`config.mk`:
```
export PLATFORM = sky130hd
export DESIGN_NAME = rr_bus_arbiter
export DESIGN_NICKNAME = d
export VERILOG_FILES = /design/src/rtl/bus_pkg.sv /design/src/rtl/rr_grant_fsm.sv /design/src/rtl/rr_bus_arbiter.sv
export SDC_FILE = /design/constraint.sdc
export NUM_CORES = 1
export LEC_CHECK = 0
export BUFFER_PORTS_ARGS = -buffer_cell sky130_fd_sc_hd__buf_2
export CELL_PAD_IN_SITES_DETAIL_PLACEMENT = 0
export CELL_PAD_IN_SITES_GLOBAL_PLACEMENT = 1
export CORE_AREA = 2 2 174 176
export CTS_BUF_LIST = sky130_fd_sc_hd__clkbuf_2 sky130_fd_sc_hd__clkbuf_4 sky130_fd_sc_hd__clkbuf_8
export CTS_CLUSTER_SIZE = 30
export DETAILED_ROUTE_END_ITERATION = 16
export DIE_AREA = 0 0 176 178
export HOLD_SLACK_MARGIN = 0.02
export PLACE_DENSITY_LB_ADDON = 0.3
export REMOVE_ABC_BUFFERS = 1
export SLEW_MARGIN = 20
export SYNTH_ARGS = -nofsm -noshare
export SYNTH_HDL_FRONTEND = slang
export SYNTH_SLANG_ARGS = --single-unit
```
`constraint.sdc`:
```
create_clock -name clk -period 5.65 [get_ports clk]
set_input_delay 0.2825 -clock clk [delete_from_list [all_inputs] [get_ports clk]]
set_output_delay 0.2825 -clock clk [all_outputs]
set_load 0.02 [all_outputs]
```
`src/rtl/bus_pkg.sv`:
```
// Shared encodings and sizing helpers for the two-master round-robin bus arbiter.
package bus_pkg;

  typedef enum logic [1:0] {
    IDLE = 2'd0,
    GNT0 = 2'd1,
    GNT1 = 2'd2
  } arb_state_t;

  typedef enum logic [1:0] {
    OWN_NONE = 2'd0,
    OWN_M0   = 2'd1,
    OWN_M1   = 2'd2
  } owner_t;

  localparam int DEF_ADDR_W   = 16;
  localparam int DEF_DATA_W   = 64;
  localparam int DEF_MAX_HOLD = 16;

  // Counter width able to reach MAX_HOLD-1; never narrower than one bit.
  function automatic int hold_width(input int max_hold);
    int w;
    w = $clog2(max_hold + 1);
    return (w < 1) ? 1 : w;
  endfunction

  function automatic owner_t owner_of(input arb_state_t s);
    owner_t o;
    case (s)
      GNT0:    o = OWN_M0;
      GNT1:    o = OWN_M1;
      default: o = OWN_NONE;
    endcase
    return o;
  endfunction

endpackage

```
`src/rtl/rr_grant_fsm.sv`:
```
// Sequential arbitration core: owner state, tenure counter and round-robin history.
module rr_grant_fsm
  import bus_pkg::*;
#(
  parameter int MAX_HOLD = DEF_MAX_HOLD,
  parameter int HOLD_W   = hold_width(MAX_HOLD)
) (
  input  logic              clk,
  input  logic              reset,
  input  logic              m0_req,
  input  logic              m1_req,
  output logic [1:0]        state,
  output logic [HOLD_W-1:0] hold_cnt,
  output logic              last_owner
);

  localparam bit              HOLD_EN   = (MAX_HOLD != 0);
  localparam logic [HOLD_W-1:0] HOLD_LAST =
    (MAX_HOLD == 0) ? {HOLD_W{1'b0}} : HOLD_W'(MAX_HOLD - 1);

  arb_state_t        state_r;
  arb_state_t        state_nxt_s;
  logic [HOLD_W-1:0] hold_r;
  logic [HOLD_W-1:0] hold_nxt_s;
  logic              last_r;
  logic              last_nxt_s;
  logic              hold_expired_s;
  logic              other_req_s;

  // Tenure limit reached and the waiting master is still asking.
  always_comb begin
    hold_expired_s = HOLD_EN && (hold_r == HOLD_LAST);
    other_req_s    = 1'b0;
    case (state_r)
      GNT0:    other_req_s = m1_req;
      GNT1:    other_req_s = m0_req;
      default: other_req_s = 1'b0;
    endcase
  end

  // Next owner; last_r=1 means m1 owned last, so m0 wins a tie.
  always_comb begin
    state_nxt_s = state_r;
    case (state_r)
      IDLE: begin
        if (m0_req && m1_req) begin
          state_nxt_s = last_r ? GNT0 : GNT1;
        end else if (m0_req) begin
          state_nxt_s = GNT0;
        end else if (m1_req) begin
          state_nxt_s = GNT1;
        end else begin
          state_nxt_s = IDLE;
        end
      end
      GNT0: begin
        if (!m0_req) begin
          state_nxt_s = m1_req ? GNT1 : IDLE;
        end else if (m1_req && hold_expired_s) begin
          state_nxt_s = GNT1;
        end else begin
          state_nxt_s = GNT0;
        end
      end
      GNT1: begin
        if (!m1_req) begin
          state_nxt_s = m0_req ? GNT0 : IDLE;
        end else if (m0_req && hold_expired_s) begin
          state_nxt_s = GNT0;
        end else begin
          state_nxt_s = GNT1;
        end
      end
      default: state_nxt_s = IDLE;
    endcase
  end

  // Counter restarts on every owner change and only counts contested cycles.
  always_comb begin
    hold_nxt_s = hold_r;
    last_nxt_s = last_r;
    if (state_nxt_s != state_r) begin
      hold_nxt_s = {HOLD_W{1'b0}};
    end else if (HOLD_EN && other_req_s && (hold_r != HOLD_LAST)) begin
      hold_nxt_s = hold_r + {{(HOLD_W-1){1'b0}}, 1'b1};
    end else begin
      hold_nxt_s = hold_r;
    end
    if ((state_nxt_s == GNT0) && (state_r != GNT0)) begin
      last_nxt_s = 1'b0;
    end else if ((state_nxt_s == GNT1) && (state_r != GNT1)) begin
      last_nxt_s = 1'b1;
    end else begin
      last_nxt_s = last_r;
    end
  end

  // Arbitration state registers.
  always_ff @(posedge clk or posedge reset) begin
    if (reset) begin
      state_r <= IDLE;
      hold_r  <= {HOLD_W{1'b0}};
      last_r  <= 1'b1;
    end else begin
      state_r <= state_nxt_s;
      hold_r  <= hold_nxt_s;
      last_r  <= last_nxt_s;
    end
  end

  assign state      = state_r;
  assign hold_cnt   = hold_r;
  assign last_owner = last_r;

endmodule

```
`src/rtl/rr_bus_arbiter.sv`:
```
// Two-master round-robin arbiter with master->slave request mux and slave->master read return.
module rr_bus_arbiter
  import bus_pkg::*;
#(
  parameter int ADDR_W   = DEF_ADDR_W,
  parameter int DATA_W   = DEF_DATA_W,
  parameter int MAX_HOLD = DEF_MAX_HOLD
) (
  input  logic              clk,
  input  logic              reset,
  input  logic              m0_req,
  input  logic              m0_wr,
  input  logic [ADDR_W-1:0] m0_addr,
  input  logic [DATA_W-1:0] m0_dout,
  input  logic              m1_req,
  input  logic              m1_wr,
  input  logic [ADDR_W-1:0] m1_addr,
  input  logic [DATA_W-1:0] m1_dout,
  input  logic [DATA_W-1:0] s_rdata,
  output logic              m0_grant,
  output logic              m1_grant,
  output logic              s_wr,
  output logic [ADDR_W-1:0] s_addr,
  output logic [DATA_W-1:0] s_din,
  output logic [DATA_W-1:0] m0_din,
  output logic [DATA_W-1:0] m1_din,
  output logic              bus_busy
);

  localparam int HOLD_W = hold_width(MAX_HOLD);

  logic [1:0]        state_s;
  logic [HOLD_W-1:0] hold_cnt_s;
  logic              last_owner_s;
  owner_t            rd_owner_r;
  logic              unused_s;

  rr_grant_fsm #(
    .MAX_HOLD (MAX_HOLD),
    .HOLD_W   (HOLD_W)
  ) u_fsm (
    .clk        (clk),
    .reset      (reset),
    .m0_req     (m0_req),
    .m1_req     (m1_req),
    .state      (state_s),
    .hold_cnt   (hold_cnt_s),
    .last_owner (last_owner_s)
  );

  // Counter and history are internal to arbitration; not needed at the bus level.
  assign unused_s = ^{hold_cnt_s, last_owner_s};

  // Read data comes back one cycle after the address, so remember who owned that cycle.
  always_ff @(posedge clk or posedge reset) begin
    if (reset) begin
      rd_owner_r <= OWN_NONE;
    end else begin
      rd_owner_r <= owner_of(arb_state_t'(state_s));
    end
  end

  // Grants and slave-side mux decoded from the registered state only.
  always_comb begin
    m0_grant = 1'b0;
    m1_grant = 1'b0;
    s_wr     = 1'b0;
    s_addr   = {ADDR_W{1'b0}};
    s_din    = {DATA_W{1'b0}};
    case (state_s)
      GNT0: begin
        m0_grant = 1'b1;
        s_wr     = m0_wr;
        s_addr   = m0_addr;
        s_din    = m0_dout;
      end
      GNT1: begin
        m1_grant = 1'b1;
        s_wr     = m1_wr;
        s_addr   = m1_addr;
        s_din    = m1_dout;
      end
      default: begin
        m0_grant = 1'b0;
        m1_grant = 1'b0;
      end
    endcase
    bus_busy = m0_grant | m1_grant;
  end

  // Read data return steered by the previous-cycle owner.
  always_comb begin
    m0_din = {DATA_W{1'b0}};
    m1_din = {DATA_W{1'b0}};
    case (rd_owner_r)
      OWN_M0:  m0_din = s_rdata;
      OWN_M1:  m1_din = s_rdata;
      default: m0_din = {DATA_W{1'b0}};
    endcase
  end

endmodule

```
==> reports/results.txt, run 1 <==
Die Y = 178 µm
post-layout net count = 1055
Flop pwr share = 4.8%
Fin Setup TNS = 0 ns
Placed Cells = 1201
asr flop ratio synth = 100%
final hold vios = 0
max-slew violations = 0
Fmax = 0.331 GHz
Layout Cells excl Fill = 1210
Initial DRC Count = 101
drt drc = 0
Top Ports = 442
Placer Congestion = 0.785
# rows = 63
critical path launch point = u_fsm.state[1]
Rel. slew slack = 34.6%
CORE AREA = 29400 µm²
Pleak = 3.05 nW
Crit path arrival time = 2.74 ns
Skew-Pair Late Insertion Delay = 0.23 ns
Worst-path clk slew = 0.05 ns
count of buffers from port buffering = 441
DR vias/cell = 3.82
Switching Power = 1.48 mW
layout cells sized above 1 = 57.5%
most common cell after layout, fill and taps aside = buf_2
clock sink count = 10
total die area = 31300 µm²
startpoint types = register
Yosys cell types = 42
Net Sw Frac = 59.2%
post-route minimum period = 3.02 ns
PostCTS Resize Cnt = 0
final worst setup slack = 2.63 ns
outcome = completed
GRT Total Usage = 11.5%
total CTS buffers = 3
maximum buffer depth of the clock tree = 2
yosys warns = 0
Post-DRT Antenna Nets = 0
nature of the critical path endpoint = output port
RR Startpoint = u_fsm.state[0]
number of global-route vias before repair = 4379
clk root buf = clkbuf_8
skew final = 0.000795 ns
Crit path required time = 5.37 ns
unrepaired setup endpoints after global routing = no
first-pass GRT wire length = 27500 µm
final setup fails = 0
drt first pass iters = 5
Worst R2R End = u_fsm.hold_cnt[3]
Initial Util = 9.80%
Pwr per Cell Area = 452 nW/µm²
vias = 4624
ys flop type = dfrtp_1
# H-tree levels = 1
Reg2Reg Setup Slack = 3.18 ns
cts hold-fix bufs = 0
Clk network pwr share = 3.5%
reg2reg path depth = 7
CTS tree = yes
remaining global-route overflow = 0
hold slack = 0.0281 ns
largest net degree at the start of global routing = 90
die width = 176 µm
critical setup path kind = reg2out
EDFF count, synth = 0
fin crit share = 53.5%
Layout area overhead = 92.4%
total wire length = 20100 µm
Worst-Margin Slew = 0.981 ns
Critical Path Fanout Max = 41
post-synthesis register bit count = 10
DP Worst Slack = 2.82 ns
Post-CTS Setup Repair Bufs = 0
HP Class = in2async
Pint = 1.02 mW
peak supply drop = 0.182 mV
post-DR wirelength/cell = 16.6 µm
initial antenna violation count = 12
Post-DP HPWL = 17600 µm
Max Cap Viol = 0
synthesized cell area = 2880 µm²
sequential area share after synthesis = 8.73%
Post-Synthesis Cells = 409
most frequent cells in the layout = 441 x buf_2, 129 x and2_1, 83 x nor2b_1
synthesized area per cell = 7.04 µm²
Comb pwr share = 91.7%
metrics by stage:
stage | power, mW | util (%) | instance area (µm²)
detailed placement | 2.42 | 18.5 | 5430
global route | 2.72 | 18.8 | 5540
floorplan | 1.62 | - | 2680
global placement | 2.43 | 18.5 | 5430
finish | 2.50 | 18.8 | 5540
CTS | 2.51 | 18.7 | 5490
cell usage after synthesis (2+ instances only):
master / number / share of area [%]
a22oi_1: 81 / 21
and2_1: 129 / 28
buf_2: 19 / 3.3
clkbuf_1: 22 / 2.9
dfrtp_1: 9 / 7.8
ha_1: 7 / 3.0
inv_1: 7 / 0.91
mux2i_1: 3 / 1.0
nand2_1: 4 / 0.52
nand3_1: 2 / 0.35
nor2_1: 3 / 0.39
nor2b_1: 85 / 18
nor3_1: 2 / 0.35
nor4_1: 4 / 0.87
o21ai_0: 3 / 0.52
xnor2_1: 3 / 0.91
power groups by stage:
stage / Clock, mW / Sequential (mW) / Combinational (mW)
finish: 0.0875 / 0.121 / 2.29
detailed placement: 0 / 0.123 / 2.30
floorplan: 0 / 0.113 / 1.51
global route: 0.0960 / 0.127 / 2.50
global placement: 0 / 0.123 / 2.31
CTS: 0.0914 / 0.122 / 2.30
metal layers:
layer / part of all wire [%] / track usage [%] / vias to the layer above
met2: 53 / 22.3 / 286
met3: 8.7 / 2.60 / 24
li1: - / - / 2211
met1: 37 / 12.9 / 2093
met4: 0.86 / 1.69 / 10
met5: 0.33 / 0 / -
kinds of logic after synthesis:
logic type / after synthesis / synth area share [%]
simple gates: 238 / 51.9
compound gates: 97 / 26.1
buf+inv: 50 / 7.73
flops: 10 / 8.73
fa+ha+maj: 7 / 3.04
mux: 4 / 1.56
xor+xnor: 3 / 0.912
registers in the layout, indices dropped and copies added, names as in the netlist:
register	cells
rd_owner_r	2
u_fsm.last_owner	1
u_fsm.state	2
u_fsm.hold_cnt	5
worst max-delay path: stages (launching register included):
cell and delay, ns:
dfrtp_1 0.44, inv_1 0.16, ha_2 0.72, buf_4 0.52, a22oi_1 0.19, nor2b_1 0.24
buf_2 0.20
worst max-delay path by stage:
stage	slack, ns	endpoint
2_1_floorplan	2.32	u_fsm.hold_cnt[0]
3_5_place_dp	2.82	s_din[24]
3_3_place_gp	2.85	s_din[23]
5_1_grt	2.42	s_din[43]
4_1_cts	2.57	s_din[24]
6_report	2.63	s_din[23]
cell type report:
type                       count  area (µm²)
antenna                        3        7.51
clock buffer                   4        55.1
fill                        3448       23900
inverter                       7        26.3
multi-input combinational    349        2430
sequential                    10         251
tap                          390         488
timing repair buffer         447        2280
(Power assumes the default switching activity.)
==> run 2, diff against run 1 <==
CORE_AREA = 2 2 173 175   (was 2 2 174 176)
DIE_AREA = 0 0 175 177   (was 0 0 176 178)
clock period = 2.8 ns   (was 5.65 ns; I/O delays follow)
==> reports/results.txt, run 2 (same netlist as run 1, synthesis figures left out) <==
Fillers = 3412 (-1.0%)
most common cell after layout, fill and taps aside = buf_2
Max Cap Viol = 0 (unchanged)
Net Sw Frac = 59.6% (+0.35 points)
die width = 175 µm (-0.57%)
most frequent cells in the layout = 441 x buf_2, 129 x and2_1, 83 x nor2b_1
Switching Power = 3.06 mW (+110%)
skew final = 0.00253 ns (+0.00173 ns)
total wire length = 21200 µm (+5.4%)
Worst-Margin Slew = 0.537 ns (-0.444 ns)
Seq. cell area = 251 µm² (unchanged)
Flop pwr share = 4.9% (about the same)
reg2reg path depth = 6 (-1)
Worst Hold Depth = 3
Pint = 2.08 mW (+100%)
CTS tree = yes
Crit path required time = 2.66 ns (-2.71 ns)
maximum buffer depth of the clock tree = 2 (unchanged)
layout cells sized above 1 = 57.5% (about the same)
Placer Congestion = 0.743 (-5.3%)
Clk network pwr share = 3.5% (about the same)
Layout area overhead = 92.7%
drt drc = 0 (unchanged)
drt first pass iters = 4 (-1)
remaining global-route overflow = 0 (unchanged)
vias = 4560 (-1.4%)
clock sink count = 10 (unchanged)
Top Ports = 442 (unchanged)
post-layout net count = 1057 (+0.19%)
Die Y = 177 µm (-0.56%)
max-slew violations = 0 (unchanged)
initial antenna violation count = 4 (-8)
Pwr per Cell Area = 926 nW/µm² (+100%)
Crit path arrival time = 2.35 ns (-0.39 ns)
number of global-route vias before repair = 4414 (+0.80%)
total die area = 31000 µm² (-1.1%)
post-route minimum period = 2.49 ns
Layout Cells excl Fill = 1209 (-0.083%)
Initial Util = 9.85% (+0.053 points)
Pleak = 3.06 nW (+0.23%)
DP Worst Slack = 0.558 ns (-2.26 ns)
n_diodes = 0 (-3)
Rel. slew slack = 64.2% (+30 points)
Comb pwr share = 91.6% (about the same)
critical setup path kind = reg2out
Largest register FFs = 5 (unchanged)
post-DR wirelength/cell = 17.5 µm (+5.5%)
clk root buf = clkbuf_8
Worst-path clk slew = 0.05 ns (about the same)
HP Class = in2reg
Multi-input gate area = 2450 µm² (+0.82%)
first-pass GRT wire length = 28900 µm (+5.4%)
# H-tree levels = 1 (unchanged)
PostCTS Resize Cnt = 0 (unchanged)
DR vias/cell = 3.77 (-1.3%)
Skew-Pair Late Insertion Delay = 0.23 ns (about the same)
Critical Path Fanout Max = 42 (+2.4%)
unrepaired setup endpoints after global routing = no
# rows = 63 (unchanged)
GRT Total Usage = 12.4% (+0.87 points)
final worst setup slack = 0.314 ns (-2.31 ns)
Post-CTS Setup Repair Bufs = 0 (unchanged)
Post-DRT Antenna Nets = 0 (unchanged)
Post-DP HPWL = 18600 µm (+6.1%)
nature of the critical path endpoint = output port
startpoint types = register
fin crit share = 88.8%
count of buffers from port buffering = 441 (unchanged)
final setup fails = 0 (unchanged)
final hold vios = 0 (unchanged)
Fmax = 0.402 GHz
total CTS buffers = 3 (unchanged)
Initial DRC Count = 116 (+15%)
peak supply drop = 0.530 mV (+190%)
largest net degree at the start of global routing = 84 (-6.7%)
Placed Cells = 1204 (+0.25%)
CORE AREA = 29200 µm² (-0.54%)
post-layout util = 19.0% (+0.14 points)
outcome = completed
[run 2: changes by cell type in the layout (fill, tap and decap cells not counted)]
| cell | change |
|---|---|
| diode_2 | -3 |
| buf_4 | +2 |
| ha_2 | -2 |
| ha_4 | +2 |
| buf_16 | -1 |
| dlygate4sd3_1 | +1 |
[run 2: metal layers]
layer  track usage [%]  share of wire [%]  up-vias
li1                  -                  -     2216
met1              15.3                 41     2072
met2              23.2                 51      262
met3              2.19                7.4        8
met4             0.938               0.29        2
met5                 0              0.033        -
[run 2: worst paths after layout]
kind	slack [ns]	end	start
max	0.31	s_din[39]	u_fsm.state[0]
min reg2reg	0.50	u_fsm.last_owner	u_fsm.last_owner
min	0.25	u_fsm.state[0]	m0_req
max reg2reg	0.61	u_fsm.hold_cnt[3]	u_fsm.state[0]
min in group asynchronous	0.45	u_fsm.state[0]	reset
max in group asynchronous	2.02	u_fsm.last_owner	reset
[run 2: final cells by class]
cell class / count / area share (%)
Multi-Input combinational cell: 349 / 44.1
Timing Repair Buffer: 449 / 41.1
Tap cell: 390 / 8.79
Sequential cell: 10 / 4.53
Clock buffer: 4 / 0.992
Inverter: 7 / 0.473
[run 2: worst max-delay path: stages, from the launching register on]
cell,delay [ns]
dfrtp_1,0.47
inv_1,0.19
ha_4,0.50
buf_4,0.37
a22oi_1,0.11
nor2b_1,0.22
buf_2,0.21
[run 2: what timing repair did]
item                                    4_1_cts  5_1_grt
endpoints found under the setup margin        0        0
hold buffers                                  1        0
hold endpoints to repair                      9        0
[run 2: stage by stage]
step           TNS, ns  hold WS (ns)  power, mW  instance area [µm²]
2_1_floorplan   -26.61       -0.0205       3.26                 2680
3_3_place_gp         0         0.165       5.03                 5490
3_5_place_dp         0         0.158       5.02                 5490
4_1_cts              0         0.242       5.22                 5550
5_1_grt              0         0.257       5.54                 5550
6_report             0         0.253       5.14                 5550
[run 2: power by group through the flow]
stage,clock network (mW),registers (mW),logic (mW)
floorplan,0,0.228,3.04
global placement,0,0.250,4.78
detailed placement,0,0.253,4.77
CTS,0.188,0.251,4.78
global route,0.198,0.259,5.08
finish,0.180,0.251,4.71
